==> config.mk <==
export PLATFORM = sky130hd
export DESIGN_NAME = sdram_word_bridge_flat
export DESIGN_NICKNAME = d
export VERILOG_FILES = /design/src/rtl/sdram_bridge_pkg.sv /design/src/rtl/sdram_word_bridge_if.sv /design/src/rtl/sdram_be_next_lane.sv /design/src/rtl/sdram_word_bridge.sv /design/src/flat_wrapper.sv
export SDC_FILE = /design/constraint.sdc
export NUM_CORES = 1
export LEC_CHECK = 0
export CAP_MARGIN = 20
export CELL_PAD_IN_SITES_DETAIL_PLACEMENT = 1
export CELL_PAD_IN_SITES_GLOBAL_PLACEMENT = 2
export CORE_AREA = 4 4 129 131
export DETAILED_ROUTE_END_ITERATION = 16
export DIE_AREA = 0 0 133 135
export DONT_BUFFER_PORTS = 1
export PLACE_DENSITY_LB_ADDON = 0.05
export SKIP_CTS_REPAIR_TIMING = 1
export SYNTH_ARGS = -nofsm -noshare
export SYNTH_HDL_FRONTEND = slang
export SYNTH_SLANG_ARGS = --single-unit
==> constraint.sdc <==
create_clock -name i_clk -period 2.85 [get_ports i_clk]
set_clock_uncertainty 0.1 [all_clocks]
set_input_delay 0.4275 -clock i_clk [delete_from_list [all_inputs] [get_ports i_clk]]
set_output_delay 0.4275 -clock i_clk [all_outputs]
set_load 0.05 [all_outputs]
==> src/rtl/sdram_bridge_pkg.sv <==
// Shared definitions for the SDRAM word bridge: FSM state encoding,
// bus-width legality check and lane index width helper.
package sdram_bridge_pkg;

  localparam logic [1:0] IDLE_ENC  = 2'd0;
  localparam logic [1:0] ISSUE_ENC = 2'd1;
  localparam logic [1:0] WAIT_ENC  = 2'd2;
  localparam logic [1:0] RESP_ENC  = 2'd3;

  typedef enum logic [1:0] {
    ST_IDLE  = IDLE_ENC,
    ST_ISSUE = ISSUE_ENC,
    ST_WAIT  = WAIT_ENC,
    ST_RESP  = RESP_ENC
  } state_t;

  // Only 16-bit and 32-bit bus words are supported.
  function automatic bit word_bytes_legal(input int wb);
    return (wb == 2) || (wb == 4);
  endfunction

  // Width of a byte-lane index; at least one bit.
  function automatic int lane_w(input int wb);
    return (wb <= 2) ? 1 : $clog2(wb);
  endfunction

endpackage

==> src/rtl/sdram_word_bridge_if.sv <==
// CPU/bus side of the SDRAM word bridge: one word access per req/ack.
// master = bus requester, slave = bridge.
interface sdram_word_bridge_if #(
  parameter int SD_ADDR_W  = 23,
  parameter int WORD_BYTES = 4
) ();

  logic                    req;
  logic                    wren;
  logic [SD_ADDR_W-1:0]    addr;
  logic [8*WORD_BYTES-1:0] wdata;
  logic [WORD_BYTES-1:0]   be;
  logic [8*WORD_BYTES-1:0] rdata;
  logic                    ack;
  logic                    busy;

  modport master (
    output req, wren, addr, wdata, be,
    input  rdata, ack, busy
  );

  modport slave (
    input  req, wren, addr, wdata, be,
    output rdata, ack, busy
  );

endinterface

==> src/rtl/sdram_be_next_lane.sv <==
// Priority encoder: finds the lowest enabled byte lane strictly above the
// current lane, or the lowest enabled lane overall when starting a word.
module sdram_be_next_lane
  import sdram_bridge_pkg::*;
#(
  parameter int WORD_BYTES = 4,
  localparam int LW = lane_w(WORD_BYTES)
) (
  input  logic [WORD_BYTES-1:0] i_be,
  input  logic [LW-1:0]         i_lane,
  input  logic                  i_from_start,
  output logic [LW-1:0]         o_next_lane,
  output logic                  o_has_next
);

  // Scan from the top down so the lowest qualifying lane wins.
  always_comb begin
    o_next_lane = '0;
    o_has_next  = 1'b0;
    for (int k = WORD_BYTES - 1; k >= 0; k--) begin
      if (i_be[k] && (i_from_start || (k > int'(i_lane)))) begin
        o_next_lane = LW'(k);
        o_has_next  = 1'b1;
      end
    end
  end

endmodule

==> src/rtl/sdram_word_bridge.sv <==
// Word-to-byte bridge in front of the byte-wide SDRAM controller.
// Each bus access is split into one request/done per enabled byte lane,
// issued strictly one at a time, followed by a single ack.
// Optional build macro SDRAM_BRIDGE_LASTWORD_CACHE_EN adds a one-entry
// last-word cache that lets fully valid read hits skip the SDRAM.
//
// state | meaning
// IDLE  | waiting for a bus request
// ISSUE | one-cycle request pulse for the current lane
// WAIT  | holding address/data until the controller signals done
// RESP  | one-cycle ack with assembled read data
module sdram_word_bridge
  import sdram_bridge_pkg::*;
#(
  parameter int SD_ADDR_W  = 23,
  parameter int WORD_BYTES = 4
) (
  input  logic                 i_clk,
  input  logic                 i_rst_n,
  sdram_word_bridge_if.slave   bus_if,
  output logic                 o_sd_request,
  output logic                 o_sd_wren,
  output logic [SD_ADDR_W-1:0] o_sd_address,
  output logic [7:0]           o_sd_data,
  input  logic [7:0]           i_sd_data,
  input  logic                 i_sd_done
);

  localparam int LW = lane_w(WORD_BYTES);
  localparam int DW = 8 * WORD_BYTES;

  if (!word_bytes_legal(WORD_BYTES)) begin : g_bad_width
    $error("sdram_word_bridge: WORD_BYTES must be 2 or 4");
  end

  state_t                r_state;
  state_t                w_state_nxt;
  logic                  r_wren;
  logic [SD_ADDR_W-1:0]  r_base;
  logic [DW-1:0]         r_wdata;
  logic [DW-1:0]         r_rbuf;
  logic [DW-1:0]         r_rdata;
  logic [WORD_BYTES-1:0] r_be;
  logic [LW-1:0]         r_lane;

  logic                  w_idle;
  logic                  w_accept;
  logic                  w_done_wait;
  logic [SD_ADDR_W-1:0]  w_base_in;
  logic [WORD_BYTES-1:0] w_be_in;
  logic [WORD_BYTES-1:0] w_be_sel;
  logic [LW-1:0]         w_next_lane;
  logic                  w_has_next;
  logic                  w_hit;
  logic [DW-1:0]         w_rbuf_nxt;
  logic                  w_req;
  logic                  w_ack;
  logic                  w_busy;

  assign w_idle      = (r_state == ST_IDLE);
  assign w_accept    = w_idle && bus_if.req;
  assign w_done_wait = (r_state == ST_WAIT) && i_sd_done;
  assign w_base_in   = bus_if.addr & ~SD_ADDR_W'(WORD_BYTES - 1);
  // Reads always fetch the whole word.
  assign w_be_in     = bus_if.wren ? bus_if.be : '1;
  assign w_be_sel    = w_idle ? w_be_in : r_be;

  sdram_be_next_lane #(.WORD_BYTES(WORD_BYTES)) u_next_lane (
    .i_be         (w_be_sel),
    .i_lane       (r_lane),
    .i_from_start (w_idle),
    .o_next_lane  (w_next_lane),
    .o_has_next   (w_has_next)
  );

`ifdef SDRAM_BRIDGE_LASTWORD_CACHE_EN
  logic [SD_ADDR_W-1:0]  r_c_addr;
  logic [DW-1:0]         r_c_data;
  logic [WORD_BYTES-1:0] r_c_valid;

  assign w_hit = !bus_if.wren && (r_c_addr == w_base_in) && (&r_c_valid);

  // Cache update on completion: reads fill the word, writes merge enabled
  // bytes into a matching entry or allocate a fresh one.
  always_ff @(posedge i_clk or negedge i_rst_n) begin
    if (!i_rst_n) begin
      r_c_addr  <= '0;
      r_c_data  <= '0;
      r_c_valid <= '0;
    end else if (r_state == ST_RESP) begin
      r_c_addr <= r_base;
      if (!r_wren) begin
        r_c_data  <= r_rdata;
        r_c_valid <= '1;
      end else begin
        r_c_valid <= (r_c_addr == r_base) ? (r_c_valid | r_be) : r_be;
        for (int k = 0; k < WORD_BYTES; k++) begin
          if (r_be[k]) r_c_data[8*k +: 8] <= r_wdata[8*k +: 8];
        end
      end
    end
  end
`else
  assign w_hit = 1'b0;
`endif

  // Read buffer with the arriving byte merged into the current lane.
  always_comb begin
    w_rbuf_nxt = r_rbuf;
    w_rbuf_nxt[{r_lane, 3'b000} +: 8] = i_sd_data;
  end

  // FSM state register.
  always_ff @(posedge i_clk or negedge i_rst_n) begin
    if (!i_rst_n) r_state <= ST_IDLE;
    else          r_state <= w_state_nxt;
  end

  // FSM next state and strobes; no enabled lane at acceptance means a
  // be=0 write, which completes without SDRAM traffic.
  always_comb begin
    w_state_nxt = r_state;
    w_req       = 1'b0;
    w_ack       = 1'b0;
    w_busy      = 1'b1;
    case (r_state)
      ST_IDLE: begin
        w_busy = 1'b0;
        if (bus_if.req) begin
          if (w_hit || !w_has_next) w_state_nxt = ST_RESP;
          else                      w_state_nxt = ST_ISSUE;
        end
      end
      ST_ISSUE: begin
        w_req       = 1'b1;
        w_state_nxt = ST_WAIT;
      end
      ST_WAIT: begin
        if (i_sd_done) w_state_nxt = w_has_next ? ST_ISSUE : ST_RESP;
      end
      ST_RESP: begin
        w_ack       = 1'b1;
        w_state_nxt = ST_IDLE;
      end
      default: w_state_nxt = ST_IDLE;
    endcase
  end

  // Access latching, lane stepping and read-data assembly. o_rdata only
  // changes when a read finishes so it stays stable between reads.
  always_ff @(posedge i_clk or negedge i_rst_n) begin
    if (!i_rst_n) begin
      r_wren  <= 1'b0;
      r_base  <= '0;
      r_wdata <= '0;
      r_be    <= '0;
      r_lane  <= '0;
      r_rbuf  <= '0;
      r_rdata <= '0;
    end else begin
      if (w_accept) begin
        r_wren  <= bus_if.wren;
        r_base  <= w_base_in;
        r_wdata <= bus_if.wdata;
        r_be    <= w_be_in;
        r_lane  <= w_next_lane;
`ifdef SDRAM_BRIDGE_LASTWORD_CACHE_EN
        if (w_hit) r_rdata <= r_c_data;
`endif
      end
      if (w_done_wait) begin
        if (!r_wren) begin
          r_rbuf <= w_rbuf_nxt;
          if (!w_has_next) r_rdata <= w_rbuf_nxt;
        end
        if (w_has_next) r_lane <= w_next_lane;
      end
    end
  end

  assign o_sd_request   = w_req;
  assign o_sd_wren      = r_wren;
  assign o_sd_address   = r_base + SD_ADDR_W'(r_lane);
  assign o_sd_data      = r_wdata[{r_lane, 3'b000} +: 8];
  assign bus_if.ack     = w_ack;
  assign bus_if.busy    = w_busy;
  assign bus_if.rdata   = r_rdata;

endmodule

==> src/flat_wrapper.sv <==
// flat-port wrapper written by rule: the top's interface ports become plain ports
module sdram_word_bridge_flat import sdram_bridge_pkg::*;
#(
  parameter int SD_ADDR_W  = 23,
  parameter int WORD_BYTES = 4
)
  (i_clk, i_rst_n, o_sd_request, o_sd_wren, o_sd_address, o_sd_data, i_sd_data, i_sd_done, bus_if_req, bus_if_wren, bus_if_addr, bus_if_wdata, bus_if_be, bus_if_rdata, bus_if_ack, bus_if_busy);
  sdram_word_bridge_if #(.SD_ADDR_W(SD_ADDR_W), .WORD_BYTES(WORD_BYTES)) bus_if_i ();
  input  logic i_clk;
  input  logic i_rst_n;
  output logic o_sd_request;
  output logic o_sd_wren;
  output logic [SD_ADDR_W-1:0] o_sd_address;
  output logic [7:0] o_sd_data;
  input  logic [7:0] i_sd_data;
  input  logic i_sd_done;
  input wire logic [$bits(bus_if_i.req)-1:0] bus_if_req;
  input wire logic [$bits(bus_if_i.wren)-1:0] bus_if_wren;
  input wire logic [$bits(bus_if_i.addr)-1:0] bus_if_addr;
  input wire logic [$bits(bus_if_i.wdata)-1:0] bus_if_wdata;
  input wire logic [$bits(bus_if_i.be)-1:0] bus_if_be;
  output wire logic [$bits(bus_if_i.rdata)-1:0] bus_if_rdata;
  output wire logic [$bits(bus_if_i.ack)-1:0] bus_if_ack;
  output wire logic [$bits(bus_if_i.busy)-1:0] bus_if_busy;
  assign bus_if_i.req = bus_if_req;
  assign bus_if_i.wren = bus_if_wren;
  assign bus_if_i.addr = bus_if_addr;
  assign bus_if_i.wdata = bus_if_wdata;
  assign bus_if_i.be = bus_if_be;
  assign bus_if_rdata = bus_if_i.rdata;
  assign bus_if_ack = bus_if_i.ack;
  assign bus_if_busy = bus_if_i.busy;
  sdram_word_bridge #(.SD_ADDR_W(SD_ADDR_W), .WORD_BYTES(WORD_BYTES)) u_core (.i_clk(i_clk), .i_rst_n(i_rst_n), .bus_if(bus_if_i), .o_sd_request(o_sd_request), .o_sd_wren(o_sd_wren), .o_sd_address(o_sd_address), .o_sd_data(o_sd_data), .i_sd_data(i_sd_data), .i_sd_done(i_sd_done));
endmodule
After elaboration in Yosys (flattened, before gate mapping)

Index checks and enable logic that the tools add are counted.

Add/subtract/negate cells: 2
Order comparisons: 3
Equality and inequality tests: 5
Shift-type cells: 3
Mux-type cells: 21
Bitwise operators: 2
Reductions and logical operators: 13

Operator list:

| cell                   | count |
|---|---|
| $bwmux 32              | 1 |
| $shift 8x7->32 const A | 1 |
| $shiftx 32x6->8        | 1 |
| $shiftx 8x7->32        | 1 |
| $add 23x2->23          | 1 |
| $mux 2                 | 10 |
| $mux 4                 | 2 |
| $pmux 2 s4             | 1 |
| $mux 1                 | 7 |
| $neg 5->7              | 1 |
| $logic_and 1x1->1      | 6 |
| $eq 2x2->1 const B     | 2 |
| $gt 2x2->1 const A     | 2 |
| $ne 2x2->1 const B     | 2 |
| $reduce_and 2->1       | 2 |
| $logic_or 1x1->1       | 3 |
| $reduce_and 3->1       | 1 |
| $eq 2x1->1 const B     | 1 |
| $gt 1x2->1 const A     | 1 |
| $logic_not 2->1        | 1 |
| $not 1->1              | 2 |

Bits in registers: 126
Output and inout bits: 67
Word-level logic and storage cells: 57

Logic depth before layout (Yosys ltp)

Depth in word-level cells: 10
Depth in mapped cells: 9

Cells and area by module

A second synthesis with hierarchy kept.

Cell total of the unflattened synthesis: 453
Area total of the unflattened synthesis: 5,632.9 um2

Modules (own cells, without submodules):

| module             | instances | cells each | area each (um2) | seq. area each (um2) |
|---|---|---|---|---|
| sdram_word_bridge  | 1         | 437        | 5,539.1         | 3,153.0 |
| sdram_be_next_lane | 1         | 16         | 93.8            | 0.0 |

Worst setup path before layout

Ideal clock, no wire load.

Path kind: flip-flop to flip-flop
From: register u_core.r_lane[0]
To: register u_core.r_rdata[10], in the netlist u_core.bus_if.rdata[10]
Data arrival time: 2,861 ps
Data required time: 2,625 ps
Path slack: -236 ps
Stages on the path, launching flop included: 9
Buffers on the path: 2
Clock period less this slack: 3,086 ps
Cell sequence: dfrtp_1 -> buf_1 -> inv_1 -> ha_1 -> o211ai_1 -> o21ai_0 -> nor3b_4 -> buf_6 -> mux2_4

Longest elaborated chain between the ends: 9
Elaborated cells on any way between the ends: 19
Classes of those cells: 1 x add/sub; 3 x order compare; 2 x shift; 5 x mux; 1 x bitwise; 7 x reduce/logical

RTL lines:

| item                                              | RTL line                 | text |
|---|---|---|
| start: declaration                                | sdram_word_bridge.sv:44  | `logic [LW-1:0] r_lane;` |
| start signal: assignment                          | sdram_word_bridge.sv:166 | `r_lane <= w_next_lane;` |
| start signal: assignment                          | sdram_word_bridge.sv:176 | `if (w_has_next) r_lane <= w_next_lane;` |
| branches (longest 9 deep; another with $neg 5->7) | --                       |  |
| end signal: assignment                            | sdram_word_bridge.sv:174 | `if (!w_has_next) r_rdata <= w_rbuf_nxt;` |
| end: declaration                                  | sdram_word_bridge.sv:42  | `logic [DW-1:0] r_rdata;` |

Parallel ways; which one is timed is not known.
A chain may end at the register's enable or synchronous reset.

Final worst setup path

From: register u_core.r_lane[0]
To: output port o_sd_data[5]

Longest elaborated chain between the ends: 1

RTL lines:

| item             | RTL line                 | text |
|---|---|---|
| $shiftx 32x6->8  | sdram_word_bridge.sv:184 | `assign o_sd_data = r_wdata[{r_lane, 3'b000} +: 8];` |
| end: declaration | flat_wrapper.sv:14       | `output logic [7:0] o_sd_data;` |

No other way between the ends.

==> metrics <==
routability congestion estimate 0.726; failing checks negative hold slack; Worst Max-Slew Pin Slew 0.541 ns; VDD IR max 691 uV; share of power burned in the clock network 0.282; WP buf/inv 1; worst reg2reg setup slack 0.41 ns; Unique masters post-synth 34; fin util 0.414; EDFF count, synth 0; first-pass GRT wire length 21400 um; RSZ-0062 raised after global routing no; internal power 4.63 mW; CP max stage cell mux4_2; CP Cell Sequence buf_4 > mux4_2; TNS Setup 0 ns; Die Span X 133 um; Non-Filler Instances 668; Max-cap violations 0; ant diodes 0; commonest cells after routing, fill and taps aside 125 x dfrtp_1, 56 x mux2_2, 38 x inv_1; CP max FO 9; core box area 15600 um2; placed cell area 5880 um2; Worst Hold Margin -0.393 ns; CTS Buf Count 17; total gr overflow 0; Final Cycle Share 0.873; Routed Antenna Nets 0; asr flop ratio synth 1.00; prevailing post-synth register cell dfrtp_1; initial antenna violation count 1; CP top delay family multiplexers; Critical Path RT 2.32 ns; total number of vias 3383; Mapped Area 5640 um2; vias in the first global route 3743; clk sinks 125; relative slew slack 0.639; P_sw 2.98 mW; H-tree levels 4; final setup vio count 0; HPWL after DPL 9020 um; die height 135 um; # port buffers 0; wire per inst 19.9 um; FF+latch count, synth 125; power density over the cells 1180 nW/um2; CTS tree done; switching share of power 0.392; Clk pin slew, worst setup/hold paths 0.06 ns; residual DRC count 0; CP peak stage delay 0.72 ns; Gate power share 0.272; status finished with violations; P&R area growth vs syn 14.5%; Final #Nets 518; minimum clock period 2.49 ns; die area 18000 um2; Crit. End Element output pin; post-synthesis sequential area ratio 0.554; clk buf depth 2; DRT iter0 DRCs 149; GRT Resource Usage Total 0.154; DR pass1 iterations 4; hold crit path type primary input to async pin; worst skew pair latency 0.41 ns; I/O pin count 139; final wirelength 13300 um; Starting Density 0.362; Mapped Cells 439; Via density 5.06; final hold viol count 125; Max Slew Vio Count 0; Final Instance Area 6460 um2; largest net degree at the start of global routing 126; Worst Setup Path Type flop to output pin; placed cells 637; startpoint type of the worst setup path flop; Fmax 402 MHz; site row count 46; Syn Area/Cell 12.9 um2; most common cell after layout, fill and taps aside dfrtp_1; Critical Path AT 1.96 ns; Synth warnings 0; syn nets 517; share of cells above drive strength 1 0.312; Seq pwr share 0.447; LEAKAGE 2.80 nW; CTS Root Cell clkbuf_16
metal layers:
metal / GRT usage / vias to the layer above / share of wire
met5: 0 / - / 0.0015
met4: 0.0572 / 2 / 0.015
met3: 0.0693 / 17 / 0.087
met2: 0.238 / 103 / 0.48
met1: 0.190 / 1745 / 0.42
li1: - / 1516 / -
final cells by class:
| class | instances | area [um2] |
|---|---|---|
| fillers | 1603 | 9130 |
| flip-flops and latches | 125 | 3130 |
| multi-input cells | 243 | 2210 |
| clock buffers | 25 | 505 |
| well taps | 216 | 270 |
| inverters | 38 | 143 |
| repair buffers | 15 | 125 |
| clock inverters | 6 | 82.6 |
flip-flops by register name, summed over array words and instances (netlist names):
register / count
u_core.r_wdata: 32
u_core.bus_if.rdata: 32
u_core.r_base: 21
u_core.r_lane: 2
u_core.r_rbuf: 32
u_core.r_state: 2
u_core.o_sd_wren: 1
u_core.r_be: 3
Yosys cell counts, types with 2 or more instances:
master,count,area [um2]
a22o_1,33,289
ha_1,6,75.1
o21ai_0,33,165
clkbuf_2,8,40.0
a31oi_1,2,12.5
mux2_4,30,450
mux2_2,56,631
buf_1,2,7.51
buf_6,4,45.0
mux4_2,8,180
dfrtp_1,125,3130
nor2_1,7,26.3
nand2_1,37,139
and2_1,2,12.5
nor2b_1,4,25.0
nor4bb_1,3,30.0
a21oi_1,3,15.0
inv_1,38,143
nand2b_1,3,18.8
clkbuf_1,18,67.6
and2_0,4,25.0
cell families (layout without fill, tap and decap cells):
group / count (synthesis) / in the layout / synth area share
mux: 94 / 94 / 0.223
buf+inv: 71 / 84 / 0.0545
fa+ha+maj: 6 / 6 / 0.0133
flops: 125 / 125 / 0.554
compound gates: 77 / 77 / 0.0947
simple gates: 66 / 66 / 0.0599
through the flow:
stage	power, mW	setup slack (ns)
after floorplan	5.07	0.00323
after CTS	7.74	0.293
after global routing	8.05	0.212
after detailed placement	5.55	0.402
final	7.61	0.361
after global placement	5.49	0.433
power groups by stage:
stage	combinational, mW	sequential, mW	clock, mW
after floorplan	1.73	3.34	0
after global placement	2.07	3.42	0
after detailed placement	2.11	3.44	0
after CTS	2.12	3.41	2.21
after global routing	2.26	3.48	2.31
final	2.07	3.40	2.14
final timing paths:
| path | start | to | cells past startpoint |
|---|---|---|---|
| hold reg to reg | u_core.r_rbuf[14] | u_core.r_rbuf[14] | 1 |
| setup reg to reg | u_core.r_lane[0] | u_core.bus_if.rdata[1] | 7 |
| max in group asynchronous | i_rst_n | u_core.r_wdata[15] | 0 |
| setup / recovery | u_core.r_lane[0] | o_sd_data[5] | 2 |
| hold / removal | i_rst_n | u_core.bus_if.rdata[29] | 0 |
| min in group i_clk | bus_if_wren | u_core.r_be[3] | 1 |
No activity file was read; power rests on OpenSTA's default activity.
